--- config.mk ---
export PLATFORM = sky130hd
export DESIGN_NAME = mem_port_arbiter
export DESIGN_NICKNAME = d
export VERILOG_FILES = /design/src/rtl/arb_pkg.sv /design/src/rtl/mem_port_arbiter_owner_fifo.sv /design/src/rtl/mem_port_arbiter.sv
export SDC_FILE = /design/constraint.sdc
export NUM_CORES = 1
export LEC_CHECK = 0
export ABC_AREA = 1
export CAP_MARGIN = 20
export CORE_AREA = 2 2 126 128
export CTS_CLUSTER_SIZE = 25
export DETAILED_ROUTE_END_ITERATION = 12
export DIE_AREA = 0 0 128 130
export GPL_ROUTABILITY_DRIVEN = 0
export GPL_TIMING_DRIVEN = 0
export MAX_ROUTING_LAYER = met4
export PLACE_DENSITY = 0.58
export SETUP_SLACK_MARGIN = 0.15
export SLEW_MARGIN = 20
export SYNTH_ARGS = -nofsm -noshare
export SYNTH_HDL_FRONTEND = slang
export SYNTH_SLANG_ARGS = --single-unit
--- constraint.sdc ---
create_clock -name clk -period 2 [get_ports clk]
set_input_delay 0.2 -clock clk [delete_from_list [all_inputs] [get_ports clk]]
set_output_delay 0.2 -clock clk [all_outputs]
set_load 0.005 [all_outputs]
--- src/rtl/arb_pkg.sv ---
// Shared constants for the memory port arbiter.
//   OWNER_INST / OWNER_DATA : owner tag stored per outstanding transaction
//   OST_DEPTH_DEFAULT       : default outstanding-transaction capacity
package arb_pkg;
  localparam logic OWNER_INST        = 1'b0;
  localparam logic OWNER_DATA        = 1'b1;
  localparam int   OST_DEPTH_DEFAULT = 4;
endpackage

--- src/rtl/mem_port_arbiter_owner_fifo.sv ---
// owner_fifo: 1-bit wide, DEPTH-deep FIFO of transaction owner tags.
// Ports:
//   clk, resetn        : clock, synchronous active-low reset
//   push_i, din_i      : enqueue a tag (caller guarantees !full_o)
//   pop_i              : dequeue head (ignored when empty)
//   full_o, empty_o    : occupancy flags
//   head_o             : tag at the head (don't-care when empty)
module owner_fifo #(
  parameter int DEPTH = 4
) (
  input  logic clk,
  input  logic resetn,
  input  logic push_i,
  input  logic din_i,
  input  logic pop_i,
  output logic full_o,
  output logic empty_o,
  output logic head_o
);
  localparam int PW = $clog2(DEPTH);

  logic [DEPTH-1:0] mem_q;
  logic [PW-1:0]    wptr_q, rptr_q;
  logic [PW:0]      cnt_q, cnt_d;
  logic             do_pop;

  assign full_o  = (cnt_q == (PW+1)'(DEPTH));
  assign empty_o = (cnt_q == '0);
  assign head_o  = mem_q[rptr_q];
  assign do_pop  = pop_i & ~empty_o;

  always_comb begin
    cnt_d = cnt_q;
    case ({push_i, do_pop})
      2'b10:   cnt_d = cnt_q + 1'b1;
      2'b01:   cnt_d = cnt_q - 1'b1;
      default: cnt_d = cnt_q;
    endcase
  end

  // DEPTH is a power of two, so pointers wrap naturally.
  always_ff @(posedge clk) begin
    if (!resetn) begin
      mem_q  <= '0;
      wptr_q <= '0;
      rptr_q <= '0;
      cnt_q  <= '0;
    end else begin
      if (push_i) begin
        mem_q[wptr_q] <= din_i;
        wptr_q        <= wptr_q + 1'b1;
      end
      if (do_pop) rptr_q <= rptr_q + 1'b1;
      cnt_q <= cnt_d;
    end
  end
endmodule

--- src/rtl/mem_port_arbiter.sv ---
// mem_port_arbiter: merges an instruction and a data sram-like master onto
// one downstream sram-like port, zero added latency on both paths.
// Ports:
//   clk, resetn                     : clock, synchronous active-low reset
//   inst_sram_* / data_sram_*       : master request channels and responses
//   mem_*                           : shared downstream port
//   arb_err                         : sticky, set by data_ok with nothing outstanding
// Config macro ARB_ROUND_ROBIN_EN: round-robin grant when both masters request;
// otherwise the data master has fixed priority.
module mem_port_arbiter
  import arb_pkg::*;
#(
  parameter int OST_DEPTH = OST_DEPTH_DEFAULT
) (
  input  logic        clk,
  input  logic        resetn,
  input  logic        inst_sram_req,
  input  logic        inst_sram_wr,
  input  logic [1:0]  inst_sram_size,
  input  logic [31:0] inst_sram_addr,
  input  logic [3:0]  inst_sram_wstrb,
  input  logic [31:0] inst_sram_wdata,
  output logic        inst_sram_addr_ok,
  output logic        inst_sram_data_ok,
  output logic [31:0] inst_sram_rdata,
  input  logic        data_sram_req,
  input  logic        data_sram_wr,
  input  logic [1:0]  data_sram_size,
  input  logic [31:0] data_sram_addr,
  input  logic [3:0]  data_sram_wstrb,
  input  logic [31:0] data_sram_wdata,
  output logic        data_sram_addr_ok,
  output logic        data_sram_data_ok,
  output logic [31:0] data_sram_rdata,
  output logic        mem_req,
  output logic        mem_wr,
  output logic [1:0]  mem_size,
  output logic [31:0] mem_addr,
  output logic [3:0]  mem_wstrb,
  output logic [31:0] mem_wdata,
  input  logic        mem_addr_ok,
  input  logic        mem_data_ok,
  input  logic [31:0] mem_rdata,
  output logic        arb_err
);
  logic grant_data, hs, full, empty, head, pop;
  logic arb_err_q, arb_err_d;

`ifdef ARB_ROUND_ROBIN_EN
  logic last_grant_q, last_grant_d;

  // On contention the master that did not win last time gets the port.
  always_comb begin
    grant_data = data_sram_req;
    if (inst_sram_req && data_sram_req) grant_data = (last_grant_q == OWNER_INST);
  end

  assign last_grant_d = hs ? grant_data : last_grant_q;

  always_ff @(posedge clk) begin
    if (!resetn) last_grant_q <= OWNER_INST;
    else         last_grant_q <= last_grant_d;
  end
`else
  assign grant_data = data_sram_req;
`endif

  // Full blocks requests on count alone so no data_ok -> req path exists.
  assign mem_req   = (inst_sram_req | data_sram_req) & ~full;
  assign mem_wr    = grant_data ? data_sram_wr    : inst_sram_wr;
  assign mem_size  = grant_data ? data_sram_size  : inst_sram_size;
  assign mem_addr  = grant_data ? data_sram_addr  : inst_sram_addr;
  assign mem_wstrb = grant_data ? data_sram_wstrb : inst_sram_wstrb;
  assign mem_wdata = grant_data ? data_sram_wdata : inst_sram_wdata;

  assign hs                = mem_req & mem_addr_ok;
  assign inst_sram_addr_ok = hs & ~grant_data;
  assign data_sram_addr_ok = hs &  grant_data;

  assign pop               = mem_data_ok & ~empty;
  assign inst_sram_data_ok = pop & (head == OWNER_INST);
  assign data_sram_data_ok = pop & (head == OWNER_DATA);
  assign inst_sram_rdata   = inst_sram_data_ok ? mem_rdata : 32'h0;
  assign data_sram_rdata   = data_sram_data_ok ? mem_rdata : 32'h0;

  assign arb_err_d = arb_err_q | (mem_data_ok & empty);
  assign arb_err   = arb_err_q;

  always_ff @(posedge clk) begin
    if (!resetn) arb_err_q <= 1'b0;
    else         arb_err_q <= arb_err_d;
  end

  owner_fifo #(.DEPTH(OST_DEPTH)) u_fifo (
    .clk     (clk),
    .resetn  (resetn),
    .push_i  (hs),
    .din_i   (grant_data ? OWNER_DATA : OWNER_INST),
    .pop_i   (pop),
    .full_o  (full),
    .empty_o (empty),
    .head_o  (head)
  );
endmodule
## Word-level counts from Yosys, hierarchy flattened

Index checks and enable logic that the tools add are counted.

- Bits in registers: 12
- Output and inout port bits: 141
- Word-level logic and storage cells: 47

- $add $sub $neg: 4
- Order comparisons: 3
- Eq/ne operators: 3
- Muxes and demuxes: 14
- Bitwise logic cells: 15
- Reductions and logical operators: 3

Operators with widths:

| cell | count |
|---|---|
| 32-bit two-way mux | 4 |
| 1-bit bitwise AND | 9 |
| 2-bit by 3-bit < comparator with 1-bit output, second input constant | 2 |
| 3-bit one-hot mux with 2 select lines | 1 |
| 2-bit by 1-bit adder with 2-bit output, second input constant | 2 |
| 4-bit bitwise mux | 1 |
| 1-bit two-way mux | 4 |
| 4-bit two-way mux | 1 |
| 1-bit NOT | 4 |
| 3-bit by 1-bit adder with 3-bit output, second input constant | 1 |
| 3-bit equality test, second input constant | 1 |
| 3-bit zero test | 1 |
| 3-bit by 1-bit subtractor with 3-bit output, second input constant | 1 |
| 1-bit binary-select mux with 2-bit select | 1 |
| 1-bit demux with 2-bit select | 1 |
| 2-bit by 1-bit equality test with 1-bit output, second input constant | 1 |
| 2-bit equality test, second input constant | 1 |
| 2-bit by 1-bit >= comparator with 1-bit output, second input constant | 1 |
| 2-bit two-way mux | 1 |
| 1-bit OR | 2 |
| 2-bit nonzero test | 1 |
| 1-bit logical AND | 1 |

## Longest topological paths before layout

Gate-level depths: netlist (run 1).

- Depth in word-level cells: 6
- Depth in mapped cells: 12
- Mapped depth without buffers: 12

## By module

Synthesis (run 1) repeated with hierarchy kept, for this count alone.

- Cells, all modules: 434
- Area total of the unflattened synthesis: 2085.8 um^2

Modules (own cells, without submodules):

| module | instances | cells each | area an instance (um^2) | sequential area each (um^2) |
|---|---|---|---|---|
| mem_port_arbiter | 1 | 353 | 1473.9 | 20.0 |
| owner_fifo | 1 | 81 | 611.8 | 220.2 |

## Worst setup path before layout (run 1)

No wires, ideal clock.

- Path kind: register to register
- Start: reg u_fifo.cnt_q[0]
- End: reg u_fifo.cnt_q[2]
- Arrival time: 1672 ps
- Data required time: 1881 ps
- Setup slack: 209 ps
- Stages on the path, launching flop included: 11
- Buffers on the path: 0
- Cell sequence: dfxtp_1 nor2_2 nand2_1 nand3_1 ha_1 inv_1 fa_1 nand2_1 nand3_1 o21ai_0 a21oi_1

- Word-level cells in the longest chain between the ends: 6
- Elaborated cells on any way between the ends: 14
- Classes of those cells: 2 x add/sub; 3 x eq/ne; 1 x mux; 6 x bitwise; 2 x reduce/logical

RTL lines:

| what | RTL line | text |
|---|---|---|
| start: declaration | mem_port_arbiter_owner_fifo.sv:24 | `logic [PW:0] cnt_q, cnt_d;` |
| start signal: assignment | mem_port_arbiter_owner_fifo.sv:54 | `cnt_q <= cnt_d;` |
| 3-bit equality test / 3-bit zero test (equally long branches) | mem_port_arbiter_owner_fifo.sv:27, mem_port_arbiter_owner_fifo.sv:28 |  |
| 1-bit NOT, on equally long branches | mem_port_arbiter.sv:69, mem_port_arbiter_owner_fifo.sv:30, mem_port_arbiter.sv:80 |  |
| 1-bit bitwise AND, on equally long branches | mem_port_arbiter.sv:69, mem_port_arbiter.sv:80 |  |
| 1-bit bitwise AND, on equally long branches | mem_port_arbiter.sv:76, mem_port_arbiter_owner_fifo.sv:30 |  |
| 2-bit by 1-bit equality test with 1-bit output / 2-bit equality test (equally long branches) | mem_port_arbiter_owner_fifo.sv:34 | `case ({push_i, do_pop})` |
| 3-bit one-hot mux with 2 select lines / 2-bit nonzero test (equally long branches) | -- |  |

Parallel ways exist; a longest one is shown, timed or not.
A chain may end at the register's enable or synchronous reset.

## Final worst setup path (run 1)

- Start: reg u_fifo.rptr_q[0]
- End: out inst_sram_rdata[17]

- Word-level cells in the longest chain between the ends: 5

RTL lines:

| what | RTL line | text |
|---|---|---|
| start: declaration | mem_port_arbiter_owner_fifo.sv:23 | `logic [PW-1:0] wptr_q, rptr_q;` |
| start signal: assignment | mem_port_arbiter_owner_fifo.sv:53 | `if (do_pop) rptr_q <= rptr_q + 1'b1;` |
| 1-bit binary-select mux with 2-bit select | mem_port_arbiter_owner_fifo.sv:29 | `assign head_o = mem_q[rptr_q];` |
| 1-bit two-way mux (not written as such) | mem_port_arbiter_owner_fifo.sv:29 |  |
| 1-bit NOT | mem_port_arbiter.sv:81 | `assign inst_sram_data_ok = pop & (head == OWNER_INST);` |
| 1-bit bitwise AND | mem_port_arbiter.sv:81 |  |
| 32-bit two-way mux | mem_port_arbiter.sv:83 | `assign inst_sram_rdata = inst_sram_data_ok ? mem_rdata : 32'h0;` |
| end: declaration | mem_port_arbiter.sv:25 | `output logic [31:0] inst_sram_rdata,` |

No other way between the ends. The select of a mux whose other input is x is not followed.

==> results.sh, run 1 <==
export IMPL_status="complete, but fails checks"
export IMPL_violations="negative setup slack"
export IMPL_arrival_ps=1830
export IMPL_start_util=0.132
export IMPL_wl_met1_mm=5.09
export IMPL_hold_viol=0
export IMPL_leakage_nw=3.27
export IMPL_antenna_left=0
export IMPL_drt_pass1_iter_count=4
export IMPL_p_clk_frac=0.122
export IMPL_ys_seq_area_frac=0.118
export IMPL_cts_buffers=3
export IMPL_power_density_mw_per_mm2=493
export IMPL_drive_gt1_frac=0.173
export IMPL_cts_max_level=1
export IMPL_pwr_share_comb=0.755
export IMPL_fmax_mhz=494
export IMPL_p_sw_w=0.00107
export IMPL_cts_tree="done"
export IMPL_area_growth_synth_to_final_pct=194
export IMPL_ir_drop_v=0.000323
export IMPL_io_buffers=319
export IMPL_clockRootBuffer="clkbuf_16"
export IMPL_power_frac_seq=0.123
export IMPL_synth_ff_latch_count=12
export IMPL_p_total_w=0.00294
export IMPL_drv_slew=0
export IMPL_fin_crit_sh=1.01
export IMPL_die_area_mm2=0.0166
export IMPL_setup_viol=15
export IMPL_grt_max_degree=11
export IMPL_grt_antenna_before_repair=0
export IMPL_crit_required_ps=1800
export IMPL_grt_pass1_wl_mm=19.6
export IMPL_critPathMaxFanout=8
export IMPL_multi_input_area_mm2=0.00155
export IMPL_avgSynthCellArea_um2=4.77
export IMPL_rsz0062_at_grt="true"
export IMPL_top_layer_used="met4"
export IMPL_globalRouteOverflowTotal=0
export IMPL_p_sw_frac=0.363
export IMPL_wl_per_cell_um=13.9
export IMPL_cts_sink_count=12
export IMPL_period_needed_ps=2030
export IMPL_die_y_um=130
export IMPL_seq_area_um2=250
export IMPL_p_int_w=0.00188
export IMPL_timing_hold_ws_ps=411
export IMPL_fillers=1675
export IMPL_wl_met3_mm=1.07
export IMPL_drt_iter0_markers=100
export IMPL_drc=0
export IMPL_max_slew_worst_pin_slew_ps=394
export IMPL_die_w_um=128
export IMPL_fp_coreArea_mm2=0.0154
export IMPL_nets=967
export IMPL_grt_pass1_vias=3716
export IMPL_num_vias=3725
export IMPL_timing_slew_headroom=0.738
export IMPL_cp_end_kind="output pin"
export IMPL_dpl_hpwl_mm=11.1
export IMPL_ctsHoldBuffers=0
export IMPL_min_path_type="in2reg"
export IMPL_rows=46
export IMPL_syn_nets=612
export IMPL_setup_slack_ps=-25.3
export IMPL_avgViaCountPerCell=3.84
export IMPL_clock_latency_ps=240
export IMPL_setup_worst_path_start_class="flip-flop"
export IMPL_syn_inst=426
export IMPL_synth_cell_type_count=21
export IMPL_n_antenna_cell=0
export IMPL_cts_buffer_depth=2
export IMPL_track_usage=0.155
export IMPL_synthesis_area_mm2=0.00203
export IMPL_synth_yosys_warnings=0
export IMPL_finClkSkew_ps=0.363
export IMPL_path_class="reg2out"
export IMPL_met2WireLength_mm=7.11
export IMPL_clk_pin_slew_ps=40
export IMPL_routed_wl_mm=13.5
export IMPL_max_cap_viol_count=0
export IMPL_io_pins=321
## cell usage in the layout (no fill, tap or decap), drive strengths merged
| cell | n |
|---|---|
| clkdlybuf4s50 | 240 |
| inv | 51 |
| dlymetal6s2s | 17 |
| dfxtp | 12 |
| clkbuf | 30 |
| nor2 | 72 |
| a21oi | 10 |
| bufbuf | 1 |
| clkdlybuf4s15 | 1 |
| xor2 | 1 |
| nand4 | 8 |
| nand3 | 4 |
| ha | 5 |
| buf | 51 |
| dlygate4sd2 | 36 |
| nand2 | 231 |
| fa | 1 |
| o211ai | 1 |
| o21ai | 7 |
## registers in the layout, indices dropped and copies added, names as in the netlist
signal	count
u_fifo.rptr_q	2
u_fifo.cnt_q	3
arb_err	1
u_fifo.wptr_q	2
u_fifo.mem_q	4
## cells in the mapped netlist
| master | count | area share |
|---|---|---|
| inv_1 | 49 | 0.090 |
| ha_1 | 5 | 0.031 |
| clkbuf_1 | 11 | 0.020 |
| xor2_1 | 1 | 0.0043 |
| a21oi_1 | 10 | 0.025 |
| buf_6 | 3 | 0.017 |
| nand2_2 | 1 | 0.0031 |
| dfxtp_1 | 12 | 0.12 |
| o211ai_1 | 1 | 0.0037 |
| inv_2 | 2 | 0.0037 |
| nand4_1 | 8 | 0.025 |
| o21ai_1 | 1 | 0.0025 |
| nand3_1 | 3 | 0.0074 |
| nor2_2 | 30 | 0.092 |
| o21ai_0 | 6 | 0.015 |
| buf_2 | 6 | 0.015 |
| nand2_1 | 230 | 0.42 |
| nand3_2 | 1 | 0.0049 |
| fa_1 | 1 | 0.0098 |
| buf_4 | 3 | 0.011 |
| nor2_1 | 42 | 0.078 |
## layout make-up
type                    instances  share of cell area
well taps                     192              0.0402
plain buffers                  23              0.0417
multi-input cells             340               0.259
clock buffers                   3              0.0126
flip-flops and latches         12              0.0419
inverters                      51              0.0329
repair buffers                350               0.571
## layer usage
metal	global-route usage	vias up
met3	0.0283	16
li1	-	1962
met2	0.304	211
met1	0.162	1536
met4	0.0304	0
met5	-	-
## worst max-delay path, stage by stage (launching register included)
cell	delay (ps)
dfxtp_4	360
o211ai_1	290
nand2_1	140
nand2_4	160
buf_4	130
buf_6	90
buf_4	110
nor2_1	40
dlygate4sd2_1	250
## final timing paths
check                           slack, ps  cells after the start                          start                            end
worst max-delay path                  -30                      8  u_fifo.rptr_q[0]$_SDFFE_PN0P_            inst_sram_rdata[17]
worst min-delay path                  410                      3                    mem_addr_ok  u_fifo.wptr_q[1]$_SDFFE_PN0P_
worst max register to register        240                     10   u_fifo.cnt_q[0]$_SDFFE_PN0P_   u_fifo.cnt_q[2]$_SDFFE_PN0P_
worst min register to register        470                      2             arb_err$_SDFF_PN0_             arb_err$_SDFF_PN0_
## logic make-up after synthesis
logic type / synth area share
buf+inv: 0.157
xor+xnor: 0.00431
flops: 0.118
fa+ha+maj: 0.0406
compound gates: 0.0455
simple gates: 0.634
## power groups by stage
stage	Combinational [W]	Sequential, W	Clock [W]
floorplan	0.000706	0.000337	0
global placement	0.00189	0.000345	0
detailed placement	0.00190	0.000346	0
CTS	0.00208	0.000347	0.000365
global route	0.00245	0.000373	0.000388
finish	0.00222	0.000363	0.000360
## per-stage QoR
step                      setup TNS (ps)  worst slack [ps]  std cells  instance area [um2]   util
after global routing               -1760              -126        971                 5970  0.387
after global placement            -34180              -540        937                 5470  0.354
final                               -220             -25.3        971                 5970  0.387
after CTS                          -1370             -86.1        961                 5780  0.375
after floorplan                        0               209        426                 2030      -
after detailed placement          -35790              -578        937                 5470  0.354
## timing repair
| action | CTS | global route |
|---|---|---|
| setup buffers | 17 | 7 |
| endpoints found under the setup margin | 142 | 113 |
| gates resized for setup | 127 | 106 |
| pin swaps | 4 | 1 |
| cloned | 4 | 3 |
No activity file was read; power rests on OpenSTA's default activity.
==> inputs of run 2 (changes only) <==
--- a/config.mk
+++ b/config.mk
@@ -7,14 +7,14 @@
 export LEC_CHECK = 0
 export ABC_AREA = 1
 export CAP_MARGIN = 20
-export CORE_AREA = 2 2 126 128
+export CORE_AREA = 8 8 118 120
 export CTS_CLUSTER_SIZE = 25
 export DETAILED_ROUTE_END_ITERATION = 12
-export DIE_AREA = 0 0 128 130
+export DIE_AREA = 0 0 126 128
 export GPL_ROUTABILITY_DRIVEN = 0
 export GPL_TIMING_DRIVEN = 0
 export MAX_ROUTING_LAYER = met4
-export PLACE_DENSITY = 0.58
+export PLACE_DENSITY = 0.69
 export SETUP_SLACK_MARGIN = 0.15
 export SLEW_MARGIN = 20
 export SYNTH_ARGS = -nofsm -noshare
==> results.sh, run 2 (synthesis gave the netlist of run 1 again) <==
export IMPL_status="completed"
export IMPL_num_vias=3742
export IMPL_leakage_nw=3.71
export IMPL_antenna_left=0
export IMPL_regMostFlops="u_fifo.mem_q"
export IMPL_critPathMaxFanout=7
export IMPL_rsz0062_at_grt="true"
export IMPL_n_antenna_cell=0
export IMPL_grt_pass1_vias=3600
export IMPL_period_needed_ps=1960
export IMPL_track_usage=0.162
export IMPL_place_area_mm2=0.00541
export IMPL_crit_required_ps=1800
export IMPL_cp_top_family="buffers and inverters"
export IMPL_drc=0
export IMPL_cpPeakStageDelay_ps=370
export IMPL_fp_coreArea_mm2=0.0122
export IMPL_grt_max_degree=11
export IMPL_drive_gt1_frac=0.156
export IMPL_setup_worst_path_start_class="flip-flop"
export IMPL_final_area_mm2=0.00608
export IMPL_grt_pass1_wl_mm=20.1
export IMPL_ir_drop_v=0.000245
export IMPL_power_density_mw_per_mm2=484
export IMPL_cp_end_kind="output pin"
export IMPL_arrival_ps=1760
export IMPL_globalRouteOverflowTotal=0
export IMPL_max_cap_viol_count=0
export IMPL_fin_crit_sh=0.981
export IMPL_io_pins=321
export IMPL_timing_slew_headroom=0.732
export IMPL_routed_wl_mm=14.4
export IMPL_setup_viol=0
export IMPL_fmax_mhz=510
export IMPL_start_util=0.167
export IMPL_top_regs="u_fifo.mem_q (4), u_fifo.cnt_q (3)"
export IMPL_clk_pin_slew_ps=40
export IMPL_cts_tree="done"
export IMPL_path_buf_inv=5
export IMPL_ctsHoldBuffers=0
export IMPL_drt_pass1_iter_count=4
export IMPL_drt_iter0_markers=86
export IMPL_die_w_um=126
export IMPL_area_growth_synth_to_final_pct=199
export IMPL_die_area_mm2=0.0161
export IMPL_cts_buffer_depth=2
export IMPL_hold_viol=0
export IMPL_cts_max_level=1
export IMPL_die_y_um=128
export IMPL_crit_path_frequent_cell="buf_4"
export IMPL_final_common_cell="clkdlybuf4s50_1"
export IMPL_cts_sink_count=12
export IMPL_path_cells="o211ai_1 > buf_4 > nand3_4 > buf_4 > clkbuf_16 > buf_4 > nor2_2 > dlymetal6s2s_1"
export IMPL_max_slew_worst_pin_slew_ps=402
export IMPL_dpl_hpwl_mm=11.9
export IMPL_cts_buffers=3
export IMPL_layout_common_cells="clkdlybuf4s50_1, nand2_1, inv_1, dlymetal6s2s_1, nor2_1"
export IMPL_io_buffers=319
export IMPL_avgViaCountPerCell=4.02
export IMPL_min_path_type="in2reg"
export IMPL_clockRootBuffer="clkbuf_16"
export IMPL_largest_reg_flops=4
export IMPL_grt_antenna_before_repair=0
export IMPL_nets=970
export IMPL_clock_latency_ps=240
export IMPL_drv_slew=0
export IMPL_path_class="reg2out"
export IMPL_p_total_w=0.00294
export IMPL_finClkSkew_ps=0.943
export IMPL_rows=41
export IMPL_slowest_stage="dfxtp_4"
export IMPL_wl_per_cell_um=15.5
==> run 2: changes by cell type in the layout (fill, tap and decap cells not counted), sizes merged <==
cell | previous run | this run
buf | 51 | 52
clkdlybuf4s15 | 1 | 2
dlymetal6s2s | 17 | 45
bufbuf | 1 | 0
clkdlybuf4s50 | 240 | 235
dlygate4sd2 | 36 | 30
clkbuf | 30 | 15
==> run 2: final timing paths <==
path	from	to	slack (ps)	cells after the start
worst max-delay path	u_fifo.rptr_q[0]$_SDFFE_PN0P_	data_sram_rdata[15]	40	8
worst min-delay path	mem_addr_ok	u_fifo.mem_q[3]$_SDFFE_PN0P_	460	4
worst max register to register	u_fifo.cnt_q[1]$_SDFFE_PN0P_	u_fifo.cnt_q[2]$_SDFFE_PN0P_	220	11
worst min register to register	arb_err$_SDFF_PN0_	arb_err$_SDFF_PN0_	460	2
==> run 2: layer usage <==
| layer | wire length [um] | vias to the layer above | track usage |
|---|---|---|---|
| met5 | 0 | - | - |
| met4 | 150 | 0 | 0.0276 |
| li1 | - | 1968 | - |
| met1 | 5600 | 1557 | 0.164 |
| met2 | 7390 | 207 | 0.297 |
| met3 | 1310 | 10 | 0.0574 |
==> run 2: per-stage QoR <==
stage | setup TNS [ps] | util | hold slack (ps) | setup slack, ps | instances
after floorplan | 0 | - | 338 | 209 | 426
after global placement | -26630 | 0.443 | 444 | -423 | 895
after detailed placement | -27270 | 0.443 | 447 | -489 | 895
after CTS | -1290 | 0.461 | 460 | -47.9 | 904
after global routing | -114 | 0.498 | 489 | -34.6 | 932
final | 0 | 0.498 | 457 | 38.8 | 932
==> run 2: layout make-up <==
class | count | area (um2)
well taps | 150 | 188
fillers | 1197 | 6130
clock buffers | 3 | 75.1
multi-input cells | 340 | 1560
inverters | 51 | 199
repair buffers | 353 | 3570
flip-flops and latches | 12 | 254
plain buffers | 23 | 238
==> run 2: what timing repair did <==
| item | 4_1_cts | 5_1_grt |
|---|---|---|
| pin swaps | 4 | 8 |
| buffers inserted | 6 | 24 |
| resized for setup | 79 | 107 |
| cloned | 0 | 4 |
| setup endpoints to repair | 142 | 113 |
==> run 2: worst min-delay path: stages <==
cell      delay (ps)
clkbuf_1         200
nand4_1          150
nand2_1           50
nor2_1            70
==> run 2: power breakdown <==
part | leakage (nW) | internal [W] | total [W] | switching [W]
clock network | 0.0370 | 0.000260 | 0.000361 | 0.000101
logic | 3.58 | 0.00130 | 0.00221 | 0.000901
registers | 0.101 | 0.000313 | 0.000377 | 0.0000645
